--- src/rtl/sata_phyinit_multi_pkg.sv ---
// Shared definitions for the SATA PHY bring-up sequencer: state encodings,
// synchroniser depth and fixed short-wait length.
package sata_phy_pkg;

  typedef enum logic [3:0] {
    ST_POWER_DOWN   = 4'd0,
    ST_PLL_RESET    = 4'd1,
    ST_PLL_WAIT     = 4'd2,
    ST_GTX_RESET    = 4'd3,
    ST_USER_READY   = 4'd4,
    ST_GTX_WAIT     = 4'd5,
    ST_CDRLOCK_WAIT = 4'd6,
    ST_ALIGN_WAIT   = 4'd7,
    ST_READY        = 4'd8,
    ST_FAILED       = 4'd9
  } state_t;

  localparam int SYNC_DEPTH = 5;
  localparam int SHORT_WAIT = 4;

  function automatic int max_int(input int a, input int b);
    return (a > b) ? a : b;
  endfunction

endpackage

--- src/rtl/sata_phyinit_multi_sync.sv ---
// Multi-flop synchroniser for asynchronous status inputs, with a synchronous
// clear that forces every stage low.
module sata_sync_pipe #(
  parameter int WIDTH = 1,
  parameter int DEPTH = 5
) (
  input  logic             clk,
  input  logic             clear,
  input  logic [WIDTH-1:0] d,
  output logic [WIDTH-1:0] q
);

  logic [WIDTH-1:0] stage [DEPTH];

  always_ff @(posedge clk) begin
    if (clear) begin
      for (int i = 0; i < DEPTH; i++) stage[i] <= '0;
    end else begin
      stage[0] <= d;
      for (int i = 1; i < DEPTH; i++) stage[i] <= stage[i-1];
    end
  end

  assign q = stage[DEPTH-1];

endmodule

--- src/rtl/sata_phyinit_multi.sv ---
// Multi-lane GTX bring-up sequencer: shared PLL reset, common GTX reset,
// per-lane done/alignment qualification, watchdog with bounded retries.
module sata_phyinit_multi
  import sata_phy_pkg::*;
#(
  parameter int   NLANES            = 1,
  parameter logic OPT_WAIT_ON_ALIGN = 1'b0,
  parameter int   POWERDOWN_CYCLES  = 100,
  parameter int   GTX_RESET_CYCLES  = 50,
  parameter int   CDR_WAIT_LOG2     = 11,
  parameter int   WDOG_LOG2         = 20,
  parameter int   MAX_RETRIES       = 3
) (
  input  logic                               i_clk,
  input  logic                               i_reset,
  input  logic                               i_power_down,
  input  logic [NLANES-1:0]                  i_lane_en,
  output logic                               o_pll_reset,
  input  logic                               i_pll_locked,
  output logic                               o_gtx_reset,
  input  logic [NLANES-1:0]                  i_gtx_reset_done,
  input  logic [NLANES-1:0]                  i_aligned,
  output logic                               o_user_ready,
  output logic                               o_complete,
  output logic                               o_err,
  output logic                               o_fail,
  output logic [$clog2(MAX_RETRIES+1)-1:0]   o_retries,
  output logic [3:0]                         o_state
);

  localparam int CDR_CYCLES = 2**CDR_WAIT_LOG2;
  localparam int CMAX = max_int(max_int(POWERDOWN_CYCLES, GTX_RESET_CYCLES),
                                max_int(CDR_CYCLES, SHORT_WAIT));
  localparam int CW = $clog2(CMAX + 1);
  localparam int RW = $clog2(MAX_RETRIES + 1);

  state_t            state, state_next;
  logic [CW-1:0]     count, load;
  logic              zero;
  logic [WDOG_LOG2:0] wdog;
  logic              wdog_on, timeout, pll_lost, err_next;
  logic [RW-1:0]     retries_next;
  logic              restart;
  logic              pll_locked, lanes_done, lanes_aligned;
  logic [NLANES-1:0] done_sync, align_sync;

  assign restart = i_reset | i_power_down;

  sata_sync_pipe #(.WIDTH(1), .DEPTH(SYNC_DEPTH)) u_sync_pll (
    .clk(i_clk), .clear(restart | o_pll_reset), .d(i_pll_locked), .q(pll_locked)
  );

  sata_sync_pipe #(.WIDTH(NLANES), .DEPTH(SYNC_DEPTH)) u_sync_done (
    .clk(i_clk), .clear(restart | o_pll_reset | o_gtx_reset),
    .d(i_gtx_reset_done), .q(done_sync)
  );

  sata_sync_pipe #(.WIDTH(NLANES), .DEPTH(SYNC_DEPTH)) u_sync_align (
    .clk(i_clk), .clear(restart | o_gtx_reset), .d(i_aligned), .q(align_sync)
  );

  // Disabled lanes count as done/aligned, so an empty mask never blocks.
  assign lanes_done    = &(done_sync | ~i_lane_en);
  assign lanes_aligned = OPT_WAIT_ON_ALIGN ? &(align_sync | ~i_lane_en) : 1'b1;

  assign wdog_on  = state inside {ST_USER_READY, ST_GTX_WAIT, ST_CDRLOCK_WAIT, ST_ALIGN_WAIT};
  assign timeout  = wdog_on & wdog[WDOG_LOG2];
  assign pll_lost = ~pll_locked & (state inside {ST_GTX_RESET, ST_USER_READY, ST_GTX_WAIT,
                                                 ST_CDRLOCK_WAIT, ST_ALIGN_WAIT, ST_READY});
  assign o_state  = state;

  always_comb begin
    state_next   = state;
    err_next     = 1'b0;
    retries_next = o_retries;
    case (state)
      ST_POWER_DOWN:   if (zero) state_next = ST_PLL_RESET;
      ST_PLL_RESET:    if (zero) state_next = ST_PLL_WAIT;
      ST_PLL_WAIT:     if (zero && pll_locked) state_next = ST_GTX_RESET;
      ST_GTX_RESET:    if (zero) state_next = ST_USER_READY;
      ST_USER_READY:   if (zero) state_next = ST_GTX_WAIT;
      ST_GTX_WAIT:     if (zero && lanes_done) state_next = ST_CDRLOCK_WAIT;
      ST_CDRLOCK_WAIT: if (zero) state_next = OPT_WAIT_ON_ALIGN ? ST_ALIGN_WAIT : ST_READY;
      ST_ALIGN_WAIT:   if (lanes_aligned) state_next = ST_READY;
      ST_READY:        if (OPT_WAIT_ON_ALIGN && !lanes_aligned) state_next = ST_ALIGN_WAIT;
      ST_FAILED:       state_next = ST_FAILED;
      default:         state_next = ST_PLL_RESET;
    endcase
    if (timeout) begin
      err_next = 1'b1;
      if (o_retries == RW'(MAX_RETRIES)) begin
        state_next = ST_FAILED;
      end else begin
        state_next   = ST_GTX_RESET;
        retries_next = o_retries + RW'(1);
      end
    end
    // PLL loss restarts from the top and is not counted as a retry.
    if (pll_lost) begin
      state_next   = ST_PLL_RESET;
      err_next     = 1'b0;
      retries_next = o_retries;
    end
    if (state_next == ST_READY && state != ST_READY) retries_next = '0;
  end

  always_comb begin
    load = '0;
    case (state_next)
      ST_POWER_DOWN:   load = CW'(POWERDOWN_CYCLES);
      ST_GTX_RESET:    load = CW'(GTX_RESET_CYCLES);
      ST_PLL_WAIT,
      ST_USER_READY,
      ST_GTX_WAIT:     load = CW'(SHORT_WAIT);
      ST_CDRLOCK_WAIT: load = CW'(CDR_CYCLES);
      default:         load = '0;
    endcase
  end

  always_ff @(posedge i_clk) begin
    if (restart) begin
      state        <= ST_POWER_DOWN;
      count        <= CW'(POWERDOWN_CYCLES);
      zero         <= (POWERDOWN_CYCLES == 0);
      wdog         <= '0;
      o_pll_reset  <= 1'b1;
      o_gtx_reset  <= 1'b1;
      o_user_ready <= 1'b0;
      o_complete   <= 1'b0;
      o_err        <= 1'b0;
      o_fail       <= 1'b0;
      o_retries    <= '0;
    end else begin
      state <= state_next;
      if (state_next != state) begin
        count <= load;
        zero  <= (load == '0);
      end else if (count != '0) begin
        count <= count - CW'(1);
        zero  <= (count == CW'(1));
      end
      if (!wdog_on || timeout) wdog <= '0;
      else                     wdog <= wdog + 1'b1;
      o_pll_reset  <= state_next inside {ST_POWER_DOWN, ST_PLL_RESET, ST_FAILED};
      o_gtx_reset  <= state_next inside {ST_POWER_DOWN, ST_PLL_RESET, ST_PLL_WAIT,
                                         ST_GTX_RESET, ST_FAILED};
      o_user_ready <= state_next inside {ST_GTX_WAIT, ST_CDRLOCK_WAIT, ST_ALIGN_WAIT, ST_READY};
      o_complete   <= (state_next == ST_READY);
      o_fail       <= (state_next == ST_FAILED);
      o_err        <= err_next;
      o_retries    <= retries_next;
    end
  end

endmodule

--- config.mk ---
export PLATFORM = sky130hd
export DESIGN_NAME = sata_phyinit_multi
export DESIGN_NICKNAME = d
export VERILOG_FILES = /design/src/rtl/sata_phyinit_multi_pkg.sv /design/src/rtl/sata_phyinit_multi_sync.sv /design/src/rtl/sata_phyinit_multi.sv
export SDC_FILE = /design/constraint.sdc
export NUM_CORES = 1
export LEC_CHECK = 0
export CAP_MARGIN = 20
export CORE_AREA = 2 2 80 82
export CTS_CLUSTER_DIAMETER = 150
export DETAILED_ROUTE_END_ITERATION = 7
export DIE_AREA = 0 0 82 84
export HOLD_SLACK_MARGIN = 0.15
export PLACE_DENSITY = 0.72
export SLEW_MARGIN = 20
export SYNTH_ARGS = -nofsm -noshare
export SYNTH_HDL_FRONTEND = slang
export SYNTH_SLANG_ARGS = --single-unit
--- constraint.sdc ---
create_clock -name i_clk -period 2.25 [get_ports i_clk]
set_input_delay 0.5625 -clock i_clk [delete_from_list [all_inputs] [get_ports i_clk]]
set_output_delay 0.5625 -clock i_clk [all_outputs]
set_load 0.01 [all_outputs]
==> results_dict.tcl <==
set metrics [dict create \
    final_cell_mix "dfxtp_1 (55), nor2_1 (51), nand2_1 (22)" \
    critPathLaunch "i_lane_en" \
    cellPowerDensity_nw_per_um2 550 \
    drt_iter0_markers 94 \
    wl_um 5430 \
    drcViolationCount 0 \
    synthesis.nets 319 \
    initial_utilization 0.434 \
    layout.nets 355 \
    fmax_mhz 463 \
    cp-start-kind "input port" \
    rows 29 \
    grt_antenna_before_repair 0 \
    finalMaxSlewViolations 0 \
    gp_congestion 0.894 \
    grt_pass1_vias 2120 \
    cts_buffers 5 \
    grt_max_degree 21 \
    synth_area_um2 2650 \
    final_common_cell "dfxtp_1" \
    final.min_clock_period_ns 2.16 \
    wl_per_cell_um 12.9 \
    io_pins 19 \
    grt_overflow_total 0 \
    die_h_um 84 \
    critical_path_class "input port to flip-flop" \
    ir_drop_v 0.000369 \
    period_share 0.961 \
    yosys_warnings 0 \
    drt_first_pass_iters 4 \
    track_usage 0.174 \
    cts_buffer_depth 2 \
    via_count 2201 \
    synth-async-reset-ratio 0 \
    cp_max_fo 3 \
    required_ns 2.50 \
    rr_startpoint "u_sync_pll.stage[0][4]" \
    dp_hpwl_um 3990 \
    diodes 0 \
    cts-root-buf "clkbuf_8" \
    total_leakage_power_uw 0.00113 \
    cts_max_level 2 \
    hold_buffers 0 \
    synth_edf_count 0 \
    ys.flop_type "dfxtp_1" \
    final.setup_skew_ns 0.0159 \
    fin_tns_setup_ns 0 \
    crit_path_end_kind "flip-flop" \
    post-route-util 0.519 \
    hp-start "u_sync_pll.stage[0][3]" \
    power_uw 1740 \
    viasPerCell 5.22 \
    die_w_um 82 \
    cts_num_sinks 56 \
    worstPathArrival_ns 2.41 \
    grt_pass1_wl_um 9510 \
    drv_cap 0 \
    detail-route-antenna-nets 0 \
    drive_gt1_frac 0.145 \
    coreArea_um2 6100 \
    design.die.area_um2 6890 \
    area_growth_pct 19.5 \
    synth_top_area_share 0.424 \
    instances_no_fill 422 \
    outcome "finished, final reports clean" \
    setup_viol 0 \
    port_buffers 17 \
    synth-seq-cells 56 \
    hold_viol 0 \
    synth-seq-area-share 0.424 \
    placedCellCount 414 \
    maxSlewHeadroom 0.631 \
    min_path_type "flip-flop to flip-flop" \
    ys_types 57 \
    postSynthAreaPerCell_um2 8.59 \
    synthCells 308 \
    rsz0062_at_grt "no" \
    tritoncts "built" \
    clk_latency_ns 0.31 \
    worst_pin_slew_ns 0.549 \
    clkTransAtPathRegs_ns 0.10 \
    yosysTopAreaCell "dfxtp_1" \
    holdWs_ns 0.415 \
    synth_area_leaders "dfxtp_1 (42%), nor2_1 (7.2%), xor2_1 (4.0%)" \
]
-- registers in the layout, indices dropped and copies added, names as in the netlist --
name,count
count,12
o_complete,1
o_err,1
o_fail,1
o_gtx_reset,1
o_pll_reset,1
o_retries,2
o_state,4
o_user_ready,1
u_sync_done.stage,5
u_sync_pll.stage,5
wdog,21
zero,1
-- through the flow --
| stage | instance area [µm²] | setup slack, ns |
|---|---|---|
| detailed placement | 3040 | -0.298 |
| global route | 3160 | 0.00170 |
| global placement | 3040 | -0.274 |
| finish | 3160 | 0.0882 |
| CTS | 3160 | 0.0295 |
| floorplan | 2650 | 0.214 |
-- Yosys cell counts (2+ instances only) --
cell	number
nor3_1	10
nand2_1	22
a21oi_1	17
nand3_1	12
nor4_1	4
nand4_1	6
xor2_1	12
inv_1	8
nor3b_1	3
dfxtp_1	56
or2_2	2
o21a_1	2
and2_1	12
or3_1	6
nand2b_1	4
ha_1	4
and3_1	4
mux2i_1	3
buf_2	4
o21ai_0	13
a31oi_1	2
clkbuf_1	5
nor2_1	51
a211o_2	2
o21bai_1	2
xnor2_1	11
-- cell type report --
cell class | instances | area, µm²
Fill cell | 582 | 2930
Multi-Input combinational cell | 234 | 1450
Sequential cell | 56 | 1120
Timing Repair Buffer | 39 | 348
Tap cell | 77 | 96.3
Clock buffer | 6 | 82.6
Clock inverter | 2 | 38.8
Inverter | 8 | 30.0
-- timing repair --
item	in CTS	in global routing
setup endpoints to repair	1	1
resized for setup	1	0
buffers inserted	0	0
pin swaps	0	1
-- cell families after synthesis --
| group | share of synthesized area |
|---|---|
| mux | 0.0113 |
| xor+xnor | 0.0761 |
| fa+ha+maj | 0.0227 |
| buf+inv | 0.0303 |
| flops | 0.424 |
| simple gates | 0.304 |
| compound gates | 0.132 |
-- worst paths after layout --
kind | end | slack, ns | cells past startpoint
setup / recovery | zero | 0.09 | 8
hold / removal | u_sync_pll.stage[0][4] | 0.41 | 1
setup reg to reg | o_retries[1] | 0.16 | 8
hold reg to reg | u_sync_pll.stage[0][4] | 0.41 | 1
-- where the power goes --
group | internal, µW | switching, µW
logic | 28.7 | 27.3
clock network | 364 | 319
registers | 996 | 6.28
-- per-layer routing --
metal	track usage	up-vias	wire length (µm)
li1	-	1133	-
met4	0.0455	0	63
met1	0.215	1023	2440
met5	0	-	0
met3	0.0325	6	170
met2	0.302	39	2760
-- critical path: stages --
cell and delay (ns):
clkdlybuf4s50_1 0.50, nand3b_4 0.08, and3_4 0.17, or3_4 0.40, o32ai_2 0.25, a21oi_1 0.06
nor4_1 0.20, a2bb2oi_1 0.19
Note: power is estimated with default switching activity, not from simulation.
